`src/rtl/muldiv_unit.sv`:
```
// muldiv_unit: owns the HI/LO registers and runs MULT/MULTU/DIV/DIVU as a
// multi-cycle shift-add multiplier / restoring divider, stalling the pipeline
// whenever a HI/LO instruction arrives while an operation is in flight.
module muldiv_unit #(
    parameter int BITS_PER_CYCLE = 1
) (
    input  logic        CLK,
    input  logic        RST,
    input  logic        IssueValid,
    input  logic [31:0] Ins,
    input  logic [31:0] Rdata1,
    input  logic [31:0] Rdata2,
    input  logic        Flush,
    output logic        Stall,
    output logic        Busy,
    output logic [31:0] HiLoOut,
    output logic [31:0] HI,
    output logic [31:0] LO
);

    localparam logic [5:0] R_FORM = 6'h00;
    localparam logic [5:0] MFHI   = 6'h10;
    localparam logic [5:0] MTHI   = 6'h11;
    localparam logic [5:0] MFLO   = 6'h12;
    localparam logic [5:0] MTLO   = 6'h13;
    localparam logic [5:0] MULT   = 6'h18;
    localparam logic [5:0] MULTU  = 6'h19;
    localparam logic [5:0] DIV    = 6'h1a;
    localparam logic [5:0] DIVU   = 6'h1b;

    localparam int N     = 32 / BITS_PER_CYCLE;
    localparam int CNT_W = 6;

    typedef enum logic [1:0] {S_IDLE, S_CALC, S_FIX} state_t;

    state_t             state_q, state_d;
    logic [CNT_W-1:0]   cnt_q, cnt_d;
    logic [63:0]        a_q, a_d;
    logic [63:0]        b_q, b_d;
    logic [31:0]        c_q, c_d;
    logic               op_mul_q, op_mul_d;
    logic               op_signed_q, op_signed_d;
    logic               neg1_q, neg1_d;
    logic               neg2_q, neg2_d;
    logic               div0_q, div0_d;
    logic [31:0]        hi_q, hi_d;
    logic [31:0]        lo_q, lo_d;

    logic [5:0]  opcode;
    logic [5:0]  funct;
    logic        is_arith;
    logic        is_hilo;
    logic        busy;
    logic        accept;
    logic        unused_ins;

    logic        is_signed_op;
    logic [31:0] mag1;
    logic [31:0] mag2;

    logic [63:0] a_step;
    logic [63:0] b_step;
    logic [31:0] c_step;
    logic [32:0] rem_shift;

    logic [63:0] prod_fix;
    logic [31:0] quo_fix;
    logic [31:0] rem_fix;

    assign opcode     = Ins[31:26];
    assign funct      = Ins[5:0];
    assign unused_ins = ^Ins[25:6];

    // Decode which instructions belong to this unit
    always_comb begin
        is_arith = (opcode == R_FORM) &&
                   (funct == MULT || funct == MULTU || funct == DIV || funct == DIVU);
        is_hilo  = is_arith ||
                   ((opcode == R_FORM) &&
                    (funct == MTHI || funct == MTLO || funct == MFHI || funct == MFLO));
    end

    assign busy   = (state_q != S_IDLE);
    assign Busy   = busy;
    assign Stall  = RST & IssueValid & is_hilo & busy;
    assign accept = IssueValid & is_hilo & ~busy & ~Flush;
    assign HI     = hi_q;
    assign LO     = lo_q;

    // Move-from reads are combinational so an unstalled MFHI/MFLO sees HI/LO now
    always_comb begin
        HiLoOut = 32'd0;
        if (RST && IssueValid && opcode == R_FORM) begin
            if (funct == MFHI)
                HiLoOut = hi_q;
            else if (funct == MFLO)
                HiLoOut = lo_q;
        end
    end

    // Operand magnitudes: signed ops iterate on |x| and fix the sign at the end
    always_comb begin
        is_signed_op = (funct == MULT) || (funct == DIV);
        mag1 = (is_signed_op && Rdata1[31]) ? (32'd0 - Rdata1) : Rdata1;
        mag2 = (is_signed_op && Rdata2[31]) ? (32'd0 - Rdata2) : Rdata2;
    end

    // BITS_PER_CYCLE shift-add or restoring-divide steps chained in one cycle
    always_comb begin
        a_step    = a_q;
        b_step    = b_q;
        c_step    = c_q;
        rem_shift = 33'd0;
        for (int i = 0; i < BITS_PER_CYCLE; i++) begin
            if (op_mul_q) begin
                if (c_step[0])
                    a_step = a_step + b_step;
                b_step = {b_step[62:0], 1'b0};
                c_step = {1'b0, c_step[31:1]};
            end else begin
                rem_shift = a_step[63:31];
                a_step    = {a_step[62:0], 1'b0};
                if (rem_shift >= {1'b0, b_step[31:0]}) begin
                    a_step[63:32] = rem_shift[31:0] - b_step[31:0];
                    a_step[0]     = 1'b1;
                end
            end
        end
    end

    // Sign correction applied in FIX; remainder follows the dividend's sign
    always_comb begin
        prod_fix = (op_signed_q && (neg1_q ^ neg2_q)) ? (64'd0 - a_q) : a_q;
        quo_fix  = (op_signed_q && (neg1_q ^ neg2_q)) ? (32'd0 - a_q[31:0]) : a_q[31:0];
        rem_fix  = (op_signed_q && neg1_q) ? (32'd0 - a_q[63:32]) : a_q[63:32];
    end

    // Next-state logic for the IDLE -> CALC -> FIX sequence and HI/LO writes
    always_comb begin
        state_d     = state_q;
        cnt_d       = cnt_q;
        a_d         = a_q;
        b_d         = b_q;
        c_d         = c_q;
        op_mul_d    = op_mul_q;
        op_signed_d = op_signed_q;
        neg1_d      = neg1_q;
        neg2_d      = neg2_q;
        div0_d      = div0_q;
        hi_d        = hi_q;
        lo_d        = lo_q;
        case (state_q)
            S_IDLE: begin
                if (accept) begin
                    if (funct == MTHI) begin
                        hi_d = Rdata1;
                    end else if (funct == MTLO) begin
                        lo_d = Rdata1;
                    end else if (is_arith) begin
                        op_mul_d    = (funct == MULT) || (funct == MULTU);
                        op_signed_d = is_signed_op;
                        neg1_d      = is_signed_op & Rdata1[31];
                        neg2_d      = is_signed_op & Rdata2[31];
                        cnt_d       = '0;
                        div0_d      = 1'b0;
                        if (funct == MULT || funct == MULTU) begin
                            a_d     = 64'd0;
                            b_d     = {32'd0, mag1};
                            c_d     = mag2;
                            state_d = S_CALC;
                        end else if (Rdata2 == 32'd0) begin
                            div0_d  = 1'b1;
                            a_d     = {Rdata1, 32'hFFFF_FFFF};
                            state_d = S_FIX;
                        end else begin
                            a_d     = {32'd0, mag1};
                            b_d     = {32'd0, mag2};
                            c_d     = 32'd0;
                            state_d = S_CALC;
                        end
                    end
                end
            end
            S_CALC: begin
                if (Flush) begin
                    state_d = S_IDLE;
                    cnt_d   = '0;
                end else begin
                    a_d = a_step;
                    b_d = b_step;
                    c_d = c_step;
                    if (cnt_q == CNT_W'(N - 1)) begin
                        state_d = S_FIX;
                        cnt_d   = '0;
                    end else begin
                        cnt_d = cnt_q + 1'b1;
                    end
                end
            end
            S_FIX: begin
                state_d = S_IDLE;
                if (!Flush) begin
                    if (div0_q) begin
                        hi_d = a_q[63:32];
                        lo_d = a_q[31:0];
                    end else if (op_mul_q) begin
                        hi_d = prod_fix[63:32];
                        lo_d = prod_fix[31:0];
                    end else begin
                        hi_d = rem_fix;
                        lo_d = quo_fix;
                    end
                end
            end
            default: state_d = S_IDLE;
        endcase
    end

    // State and datapath registers; reset drops any operation and clears HI/LO
    always_ff @(posedge CLK or negedge RST) begin
        if (!RST) begin
            state_q     <= S_IDLE;
            cnt_q       <= '0;
            a_q         <= 64'd0;
            b_q         <= 64'd0;
            c_q         <= 32'd0;
            op_mul_q    <= 1'b0;
            op_signed_q <= 1'b0;
            neg1_q      <= 1'b0;
            neg2_q      <= 1'b0;
            div0_q      <= 1'b0;
            hi_q        <= 32'd0;
            lo_q        <= 32'd0;
        end else begin
            state_q     <= state_d;
            cnt_q       <= cnt_d;
            a_q         <= a_d;
            b_q         <= b_d;
            c_q         <= c_d;
            op_mul_q    <= op_mul_d;
            op_signed_q <= op_signed_d;
            neg1_q      <= neg1_d;
            neg2_q      <= neg2_d;
            div0_q      <= div0_d;
            hi_q        <= hi_d;
            lo_q        <= lo_d;
        end
    end

endmodule

```
`config.mk`:
```
export PLATFORM = sky130hd
export DESIGN_NAME = muldiv_unit
export DESIGN_NICKNAME = d
export VERILOG_FILES = /design/src/rtl/muldiv_unit.sv
export SDC_FILE = /design/constraint.sdc
export NUM_CORES = 1
export LEC_CHECK = 0
export ABC_AREA = 0
export BUFFER_PORTS_ARGS = -buffer_cell sky130_fd_sc_hd__buf_2
export CORE_MARGIN = 10
export CORE_UTILIZATION = 65
export CTS_BUF_LIST = sky130_fd_sc_hd__clkbuf_16
export DETAILED_ROUTE_END_ITERATION = 10
export PLACE_DENSITY_LB_ADDON = 0.3
export SYNTH_ARGS = -nofsm -noshare
export SYNTH_HDL_FRONTEND = slang
export SYNTH_SLANG_ARGS = --single-unit
```
`constraint.sdc`:
```
create_clock -name CLK -period 5.9 [get_ports CLK]
set_input_delay 0.295 -clock CLK [delete_from_list [all_inputs] [get_ports CLK]]
set_output_delay 0.295 -clock CLK [all_outputs]
set_load 0.005 [all_outputs]
```
==> out/qor.txt <==
Worst-Margin Slew: 1140 ps
Pins Over Slew Limit: 0
largest net degree at the start of global routing: 90
RSZ-0062 raised after global routing: no
synth top area cells: dfrtp_1, a21oi_1, nand2_1, o21ai_0, nor2_1
Post-Syn Nets: 3057
GPL Wtd Cong: 1.11
synthesis warning total: 0
DP HPWL: 64600 um
status: finished, final reports clean
Async SR Flop Fraction: 100%
CP required: 6350 ps
CP max FO: 7
Hold WC Path Type: in -> reg
DRC viols: 0
Max-slew headroom: 23.5%
Setup Crit Path Kind: reg -> reg
CTS buffer count: 28
IO buf count: 177
area grow syn2layout: 9.40%
share of cells above drive strength 1: 10.5%
WL per Instance: 26.2 um
PostCTS Resize Cnt: 0
vias in the first global route: 21900
most frequent cell after synthesis: nand2_1
die area: 0.0398 mm2
initial antenna violation count: 1
r2r setup slk: 1370 ps
first-pass GRT wire length: 130000 um
DRT iter0 DRCs: 3469
Vias: 23600
CP Capture Type: register
clock root cell: clkbuf_16
Peak VDD IR: 0.266 mV
share of the synthesized area in the top cell type: 28.3%
Setup violations, final: 0
global route overflow: 0
Main synth FF type: dfrtp_1
CTS H-tree lvls: 1
sequential share of the synthesized area: 28.3%
Design Area, Final: 0.0229 mm2
Synth area leader: dfrtp_1
die width: 200 um
total setup buffers inserted after CTS: 0
Pwr Density: 179 mW/mm2
GR Util All Layers: 42.6%
Synth Register Bits: 237
Vias/cell: 7.06
Distinct cells, synth: 80
worst-case clock buffer depth: 3
EDFF count, synth: 0
clock sink total: 237
dpl cell area: 0.0219 mm2
CORE AREA: 0.0317 mm2
CTS tree: built
height of the die: 200 um
cts hold-fix bufs: 1
max_cap viols: 0
fmax: 221 MHz
worst skew pair latency: 600 ps
Starting Density: 66.1%
Static Leak: 10.6 nW
CTS clock-pin slew for the worst setup and hold paths: 70 ps
CP startpoint kind: register
Final Cycle Share: 76.8%
Routed Antenna Nets: 0
DRT Pass-1 Iters: 7
nets@finish: 3114
skew final: 22.9 ps
post-layout min period: 4530 ps
Arrival @ worst endpoint: 4980 ps
cells after synthesis: 2855
WL final: 87300 um
# rows: 65
final setup TNS: 0 ps
Ports: 198
Syn Std Cell Area: 0.0210 mm2
Final Hold Violating Endpoints: 0
Post-synth top cells: nand2_1, nor2_1, a21oi_1
Syn Area/Cell: 7.34 um2
==> cell usage in the layout (no fill, tap or decap), types with 7 or more instances in the layout <==
master       n
a31oi_1     40
nand2b_1    27
nand4_1     27
xor2_1      67
nor3_1      62
nor2_1     337
buf_2      176
or2_2       11
o211ai_1    27
mux2i_1     59
or3_1       21
a221oi_1    13
clkbuf_16   28
o31a_1       9
o21ai_0    273
buf_4       30
mux2_2      14
o31ai_1     41
o21ai_1      7
inv_1       81
a22oi_1     11
ha_1       100
dfrtp_1    236
o21a_1      15
a21oi_1    324
a21o_1      33
or4_1       19
nand3_1     80
o22ai_1      9
xnor2_1    128
a211oi_1    57
nand2_1    383
nor4_1      23
o21bai_1    17
and2_1      13
and3_1      30
==> per-stage QoR <==
step,util [%],power [mW],cells,hold slack (ps),setup slack (ps)
after global placement,69.1,2.17,3283,338,1680
final,72.3,4.10,3336,46.5,1370
after floorplan,-,1.96,2855,-0.591,2660
after detailed placement,69.1,2.18,3283,349,1600
after global routing,72.3,4.17,3335,83.1,1380
after CTS,72.3,4.05,3335,24.2,1590
==> worst max-delay path: stages, from the launching register on <==
cell      delay (ps)
dfrtp_1          550
ha_1             490
nand2_1          120
nor4_1           620
nand2b_1         110
a211oi_1         600
o21ai_1          300
o21ai_1          420
nand3_1          210
o21ai_0          280
o211ai_1         210
a221oi_1         380
nor3_1           100
==> sequential cells by signal (all words and copies together), names as in the netlist <==
register,flops
b_q,64
op_signed_q,1
op_mul_q,1
state_q,2
cnt_q,6
neg1_q,1
div0_q,1
neg2_q,1
HI,32
LO,32
c_q,32
a_q,64
==> cells by family after synthesis <==
family,Yosys count,synth area share [%]
AOI/OAI and AO/OA,925,26.3
buffers and inverters,259,4.84
muxes,73,3.57
DFF,237,28.3
and+or+nand+nor,1064,22.7
adders and majority gates,102,6.16
xor gates and xnor gates,195,8.15
==> per-layer routing <==
metal | share of wire [%] | global-route usage (%)
met3 | 17 | 13.7
met4 | 7.9 | 28.0
met2 | 39 | 59.6
met1 | 36 | 55.2
met5 | 0 | 0
==> path summary, 6_finish.rpt <==
path / from / cells past startpoint / endpoint
max: a_q[15] / 12 / a_q[61]
min: Ins[0] / 2 / op_signed_q
max reg2reg: a_q[15] / 12 / a_q[61]
min reg2reg: c_q[9] / 2 / c_q[9]
max in group asynchronous: RST / 3 / op_mul_q
min in group asynchronous: RST / 2 / cnt_q[0]
==> layout make-up <==
| type | instances | area (um2) |
|---|---|---|
| multi-input cells | 2359 | 14100 |
| fillers | 2514 | 8790 |
| flip-flops and latches | 237 | 5930 |
| repair buffers | 208 | 1130 |
| clock buffers | 28 | 701 |
| well taps | 402 | 503 |
| clock inverters | 23 | 302 |
| inverters | 78 | 293 |
| diodes | 1 | 2.50 |
==> power by group <==
part | switching, mW | internal [mW] | leakage (nW)
Clock | 0.783 | 1.13 | 0.489
Sequential | 0.0309 | 1.64 | 3.16
Combinational | 0.347 | 0.167 | 6.98
(Power assumes the default switching activity.)
